$ cat src/rtl/ctrl_unit.sv
// Multi-cycle controller for an 8-bit accumulator CPU: fetches 1- or 2-byte
// instructions, sequences FETCH/DECODE/FETCH2/EXEC and drives datapath strobes.
module ctrl_unit (
  input  logic       clk_ctrl,
  input  logic       rst_ctrl,
  output logic [7:0] pc_ctrl,
  input  logic [7:0] instr_ctrl,
  output logic [1:0] muxsel_ctrl,
  output logic [7:0] imm_ctrl,
  output logic       accwr_ctrl,
  output logic [2:0] rfaddr_ctrl,
  output logic       rfwr_ctrl,
  output logic [2:0] alusel_ctrl,
  output logic [1:0] shiftsel_ctrl,
  output logic       outen_ctrl,
  input  logic       zero_ctrl,
  input  logic       positive_ctrl,
  input  logic       in_valid_ctrl,
  output logic       in_ack_ctrl,
  output logic       halted_ctrl
);

  typedef enum logic [2:0] {
    S_FETCH  = 3'd0,
    S_DECODE = 3'd1,
    S_FETCH2 = 3'd2,
    S_EXEC   = 3'd3,
    S_HALT   = 3'd4
  } state_t;

  localparam logic [3:0] OP_LDA  = 4'h1;
  localparam logic [3:0] OP_STA  = 4'h2;
  localparam logic [3:0] OP_LDI  = 4'h3;
  localparam logic [3:0] OP_IN   = 4'h4;
  localparam logic [3:0] OP_OUT  = 4'h5;
  localparam logic [3:0] OP_ALU  = 4'h6;
  localparam logic [3:0] OP_JMP  = 4'h7;
  localparam logic [3:0] OP_JZ   = 4'h8;
  localparam logic [3:0] OP_JP   = 4'h9;
  localparam logic [3:0] OP_HALT = 4'hF;

  state_t     r_state, w_state_nxt;
  logic [7:0] r_pc, w_pc_nxt;
  logic [7:0] r_ir, r_op;
  logic       r_z, r_p;
  logic [3:0] w_opc;
  logic       w_two_byte;

  assign w_opc      = r_ir[7:4];
  assign w_two_byte = (w_opc == OP_LDI) || (w_opc == OP_ALU) || (w_opc == OP_JMP) ||
                      (w_opc == OP_JZ)  || (w_opc == OP_JP);

  always_ff @(posedge clk_ctrl or negedge rst_ctrl) begin
    if (!rst_ctrl) begin
      r_state <= S_FETCH;
      r_pc    <= 8'h00;
      r_ir    <= 8'h00;
      r_op    <= 8'h00;
      r_z     <= 1'b1;
      r_p     <= 1'b1;
    end else begin
      r_state <= w_state_nxt;
      r_pc    <= w_pc_nxt;
      if (r_state == S_FETCH)  r_ir <= instr_ctrl;
      if (r_state == S_FETCH2) r_op <= instr_ctrl;
      if (accwr_ctrl) begin
        r_z <= zero_ctrl;
        r_p <= positive_ctrl;
      end
    end
  end

  // Sequencing and pc update; pc wraps naturally in 8 bits.
  always_comb begin
    w_state_nxt = r_state;
    w_pc_nxt    = r_pc;
    unique case (r_state)
      S_FETCH: begin
        w_pc_nxt    = r_pc + 8'd1;
        w_state_nxt = S_DECODE;
      end
      S_DECODE: begin
        if (w_opc == OP_HALT)  w_state_nxt = S_HALT;
        else if (w_two_byte)   w_state_nxt = S_FETCH2;
        else                   w_state_nxt = S_EXEC;
      end
      S_FETCH2: begin
        w_pc_nxt    = r_pc + 8'd1;
        w_state_nxt = S_EXEC;
      end
      S_EXEC: begin
        w_state_nxt = S_FETCH;
        if (w_opc == OP_IN && !in_valid_ctrl) w_state_nxt = S_EXEC;
        if ((w_opc == OP_JMP) || (w_opc == OP_JZ && r_z) || (w_opc == OP_JP && r_p))
          w_pc_nxt = r_op;
      end
      S_HALT:  w_state_nxt = S_HALT;
      default: w_state_nxt = S_FETCH;
    endcase
  end

  // Strobes are decoded only from registered state plus in_valid.
  always_comb begin
    muxsel_ctrl   = 2'b00;
    accwr_ctrl    = 1'b0;
    rfwr_ctrl     = 1'b0;
    outen_ctrl    = 1'b0;
    in_ack_ctrl   = 1'b0;
    shiftsel_ctrl = 2'b00;
    rfaddr_ctrl   = r_ir[2:0];
    alusel_ctrl   = r_ir[2:0];
    if (r_state == S_EXEC) begin
      unique case (w_opc)
        OP_LDA: begin muxsel_ctrl = 2'b01; accwr_ctrl = 1'b1; end
        OP_STA: rfwr_ctrl = 1'b1;
        OP_LDI: begin muxsel_ctrl = 2'b11; accwr_ctrl = 1'b1; end
        OP_IN: if (in_valid_ctrl) begin
          muxsel_ctrl = 2'b10;
          accwr_ctrl  = 1'b1;
          in_ack_ctrl = 1'b1;
        end
        OP_OUT: outen_ctrl = 1'b1;
        OP_ALU: begin
          rfaddr_ctrl   = r_op[2:0];
          shiftsel_ctrl = r_op[4:3];
          accwr_ctrl    = 1'b1;
        end
        default: ;
      endcase
    end
  end

  assign pc_ctrl     = r_pc;
  assign imm_ctrl    = r_op;
  assign halted_ctrl = (r_state == S_HALT);

endmodule

$ cat config.mk
export PLATFORM = sky130hd
export DESIGN_NAME = ctrl_unit
export DESIGN_NICKNAME = d
export VERILOG_FILES = /design/src/rtl/ctrl_unit.sv
export SDC_FILE = /design/constraint.sdc
export NUM_CORES = 1
export LEC_CHECK = 0
export ABC_CLOCK_PERIOD_IN_PS = 2400
export CAP_MARGIN = 20
export CORE_ASPECT_RATIO = 1.25
export CORE_UTILIZATION = 49
export CTS_BUF_LIST = sky130_fd_sc_hd__clkbuf_4 sky130_fd_sc_hd__clkbuf_8
export DETAILED_ROUTE_END_ITERATION = 8
export PLACE_DENSITY = 0.79
export SLEW_MARGIN = 20
export SYNTH_ARGS = -nofsm -noshare
export SYNTH_HDL_FRONTEND = slang
export SYNTH_SLANG_ARGS = --single-unit
$ cat constraint.sdc
create_clock -name clk_ctrl -period 2.4 [get_ports clk_ctrl]
set_input_delay 0.72 -clock clk_ctrl [delete_from_list [all_inputs] [get_ports clk_ctrl]]
set_output_delay 0.72 -clock clk_ctrl [all_outputs]
set_load 0.03 [all_outputs]
; ---- Word level (Yosys, flattened, before mapping)
; Index checks and enable logic that the tools add are counted.
[word_totals]
reg_bits = 29
input_bits = 13
out_inout_bits = 31
elab_cells = 59
[classes]
addsub = 1
eq_ne = 15
mux = 22
n_reduce_logical = 15
[ops]
columns = op, n
row1 = == test 4 x 3 -> 1 bit (second input constant), 4
row2 = case mux 8 bit (2 select lines), 1
row3 = case mux 3 bit (5 select lines), 1
row4 = == test 4 bit (second input constant), 3
row5 = two-way mux 2 bit, 5
row6 = two-way mux 1 bit, 9
row7 = two-way mux 3 bit, 3
row8 = adder 8 x 1 -> 8 bit (second input constant), 1
row9 = == test 4 x 2 -> 1 bit (second input constant), 2
row10 = two-way mux 8 bit, 1
row11 = == test 3 x 2 -> 1 bit (second input constant), 2
row12 = logical OR 1 bit, 6
row13 = case mux 2 bit (3 select lines), 1
row14 = == test 4 x 1 -> 1 bit (second input constant), 1
row15 = == test 3 x 1 -> 1 bit (second input constant), 1
row16 = == test 3 bit (second input constant), 1
row17 = logical AND 1 bit, 3
row18 = logical NOT 3 bit, 1
row19 = OR reduction 3 bit, 1
row20 = != test 2 bit (second input constant), 1
row21 = case mux 1 bit (2 select lines), 1
row22 = AND reduction 2 bit, 1
row23 = nonzero test 2 bit, 1
row24 = OR reduction 2 bit, 1
row25 = logical NOT 1 bit, 1

; ---- Depth between registers and ports, before layout
[depth]
word_depth = 8
ltp_mapped = 6
mapped_depth_nobuf = 5

; ---- Worst setup path before layout
; Ideal clock, no wire load.
[synth_path]
path_kind = register to output
start = register r_state[2]
end = output rfwr_ctrl
t_arrival_ns = 1.583
required_time_ns = 1.680
setup_slack_ns = 0.097
stages_incl_launch_ff = 6
path_buffers = 1
path_cell_list = dfrtp_1 > buf_2 > nand3b_4 > nor2_1 > nand2_1 > nor3_1
[synth_between]
elab_chain_cells = 2
[synth_lines]
columns = item, line
row1 = start: declaration, 42  ; state_t r_state, w_state_nxt;
row2 = start signal: assignment, 62  ; r_state <= w_state_nxt;
row3 = == test 3 x 2 -> 1 bit, 112  ; if (r_state == S_EXEC) begin
row4 = two-way mux 1 bit, 112
row5 = end: declaration, 12  ; output logic rfwr_ctrl,
; Every way passes these cells.

; ---- Final worst setup path
[layout_path]
start = register r_state[2]
end = output rfaddr_ctrl[1]
[layout_between]
elab_chain_cells = 2
[layout_lines]
columns = item, line
row1 = == test 3 x 2 -> 1 bit, 112
row2 = two-way mux 3 bit, 112
row3 = end: declaration, 11  ; output logic [2:0] rfaddr_ctrl,
; Every way passes these cells.

==> impl_results.md <==
* Clk_skew at 0.00255 ns
* Unique masters post-synth at 47
* Initial cell density of the core at 0.529
* Fmax at 423 MHz
* Number of synthesized flops with an enable pin at 0
* Fraction of synthesized area in multiplexers at 0.113
* Synth Area in Adders at 0.0142
* Core Util, Final at 0.724
* Area growth syn-to-layout at 36.7%
* Simple-gate area share of the yosys netlist at 0.210
* Syn_area_per_cell at slightly above 10 sq um
* Worst setup margin at 0.0360 ns
* Unrepaired setup endpoints after global routing: yes
* Final Cell Area at 0.00217 sq mm
* Via count at 1398
* Crit share post-route at 0.985
* Max-Cap Viols at 0
* Predominant post-synthesis flop cell: dfrtp_1
* I/O Pins at 44
* Drt first pass iters at 4
* Flops & latches, synth at 28
* Die Area at about 0.0035 sq mm
* Syn Nets at 171
* Leakage at 0.960 nW
* Total power at 3.29 mW
* DRC viols at 0
* CTS tree: done
* Max transition margin at 0.634
* Biggest area consumer among synthesized cells: dfrtp_1
* Routability cong. at 0.862
* Hold Crit Start: r_ir[0]$_DFFE_PN0P_
* Post-DR vias/cell at about 5.6
* Pwr/cell area at 1520 mW/mm^2
* Clock insertion delay at the later pin of the skew report at roughly 0.33 ns
* Worst hold path endpoint: r_ir[0]$_DFFE_PN0P_
* Synth warn at 0
* Final hold violation count at 0
* Reg2reg start: r_ir[5]$_DFFE_PN0P_
* GRT Util Overall at 0.254
* Setup TNS at 0 ns
* Die X at 52.9 microns
* Worst Path Max Fanout at 5
* Clock transition at path regs at 0.15 ns
* Synth top cells by count: 26 x dfrtp_1, 19 x nand2_1, 14 x mux2_2
* Main combinational cell family by area after synthesis: simple AND/OR/NAND/NOR gates
* Worst Setup Path Type: reg -> out
* Reg2Reg Setup Slack at between 0.6 and 0.7 ns
* Ys async rst share at 1.00
* Cells after synthesis at 157
* Final ANT Viol Nets at 0
* Top-count cell post-synth: dfrtp_1
* Layout Cells excl Fill at 248
* Nature of the critical path startpoint: flop
* H-tree depth at 1
* Slew Viols, Final at 0
* Vias in the first global route at 1454
* First-pass GRT wire length at 6370 microns
* Core Region at roughly 0.0030 sq mm
* RR Endpoint: pc_ctrl[3]$_DFFE_PN0P_
* FP Rows at 22
* Slew @ Worst Pin at 0.549 ns
* Hold Path Class: reg -> reg
* # clock sinks at 28
* Fin crit period at between 2 and 2.5 ns
* Antenna violations before repair at 0
* Pin count of the biggest net entering global routing at 29
* N_diodes at 0
* Min-Delay Path Depth at 1
* Final setup viols at 0
* WHS at 0.564 ns
* Initial DRC Count at 30
* GR Overflow Total at 0
* Wire length per cell at 16.0 microns
* Layout cells sized above 1 at 0.325
* Crit end category: output port
* Max Buffers Root-to-Sink at 2
* Reg2Reg Depth at 5
* Worst VDD drop at 0.983 mV
* Sequential area share after synthesis at 0.443
* Synth top area cells: dfrtp_1 41%, mux2_2 9.9%, nand2_1 4.5%
* Clock buffer count from CTS at 3
* WL final at 3970 microns
* Setup Slack @ Placement at -0.0350 ns
* Net count, final at between 200 and 250
* Worst EP required at 1.68 ns
* Synth top area share at 0.410
* Clk root buf: clkbuf_4
* Placed Cells at around 240
* DPL Wire Length at 2970 microns
* PortBufs at 43
* Compound-gate portion of the synthesized area at 0.152
* Placed inst area at 0.00206 sq mm
* Die height at 65.6 microns
* Post-synthesis xor/xnor area fraction at 0
* Crit path DAT at 1.64 ns
* Status: finished clean
* Cell Area, Synth at between 0.0015 and 0.002 sq mm
==> cells in the final DEF, fill, tap and decap left out, drive strengths merged <==
cell / count
mux2: 15
and4bb: 1
a211oi: 1
a31o: 1
a21o: 2
clkdlybuf4s50: 30
dlygate4sd2: 1
o21ai: 9
a31oi: 1
a211o: 1
buf: 30
a221oi: 3
a41o: 1
nor3: 5
dfrtp: 26
nor2: 11
nand3: 5
mux2i: 1
o22ai: 2
and3b: 2
maj3: 1
a21oi: 4
clkbuf: 5
a221o: 1
nand3b: 4
and4: 1
dfstp: 2
inv: 10
and3: 3
nor3b: 4
nand2: 20
nand2b: 1
a41oi: 1
o22a: 3
nor2b: 1
o32a: 1
ha: 1
o211ai: 1
==> worst max-delay path, cell delays in order, from the launching register on <==
cell,delay [ns]
dfrtp_1,0.42
nand3b_4,0.18
nor2_4,0.13
nand3_4,0.12
mux2_2,0.30
buf_4,0.17
==> state kept, by name, indices dropped and copies added, names as in the netlist <==
register  cells
imm_ctrl      8
pc_ctrl       8
r_ir          7
r_state       3
r_p           1
r_z           1
==> cell type report <==
class | instances | area, sq um
fill | 223 | 830
clock buffer | 4 | 36.3
inverter | 10 | 37.5
multi-input combinational | 108 | 803
timing repair buffer | 62 | 543
sequential | 28 | 706
tap | 36 | 45.0
==> routing by layer <==
metal | vias up | track usage | wire, microns
met1 | 678 | 0.298 | 1620
met2 | 47 | 0.475 | 2100
met5 | - | 0 | 0
met3 | 6 | 0.0301 | 184
li1 | 667 | - | -
met4 | 0 | 0.0625 | 63
==> repair_timing <==
| item | in CTS | in global routing |
|---|---|---|
| resized for setup | 12 | 3 |
| pin swaps | 1 | 0 |
| hold endpoints to repair | 0 | 0 |
| hold buffers | 0 | 0 |
| setup buffers | 5 | 1 |
| setup endpoints to repair | 11 | 7 |
==> worst max-delay path by stage <==
stage | start | end | slack, ns | cells past startpoint
after floorplan | r_state[2]$_DFF_PN0_ | rfwr_ctrl | 0.1 | 5
after global placement | in_valid_ctrl | accwr_ctrl | 0.003 | 5
after detailed placement | in_valid_ctrl | accwr_ctrl | -0.03 | 5
after CTS | r_state[1]$_DFF_PN0_ | halted_ctrl | 0.009 | 3
after global routing | r_state[2]$_DFF_PN0_ | outen_ctrl | -0.04 | 5
final | r_state[2]$_DFF_PN0_ | rfaddr_ctrl[1] | 0.04 | 5
==> cells by family after synthesis <==
family	Yosys count
DFF	28
and+or+nand+nor	58
AOI/OAI and AO/OA	32
buffers and inverters	21
muxes	16
adders and majority gates	2
==> where the power goes <==
part | switching (mW) | internal, mW
Sequential | 0.248 | 0.722
Combinational | 1.12 | 0.971
Clock | 0.139 | 0.0929
Power figures use the tool's default switching activity.
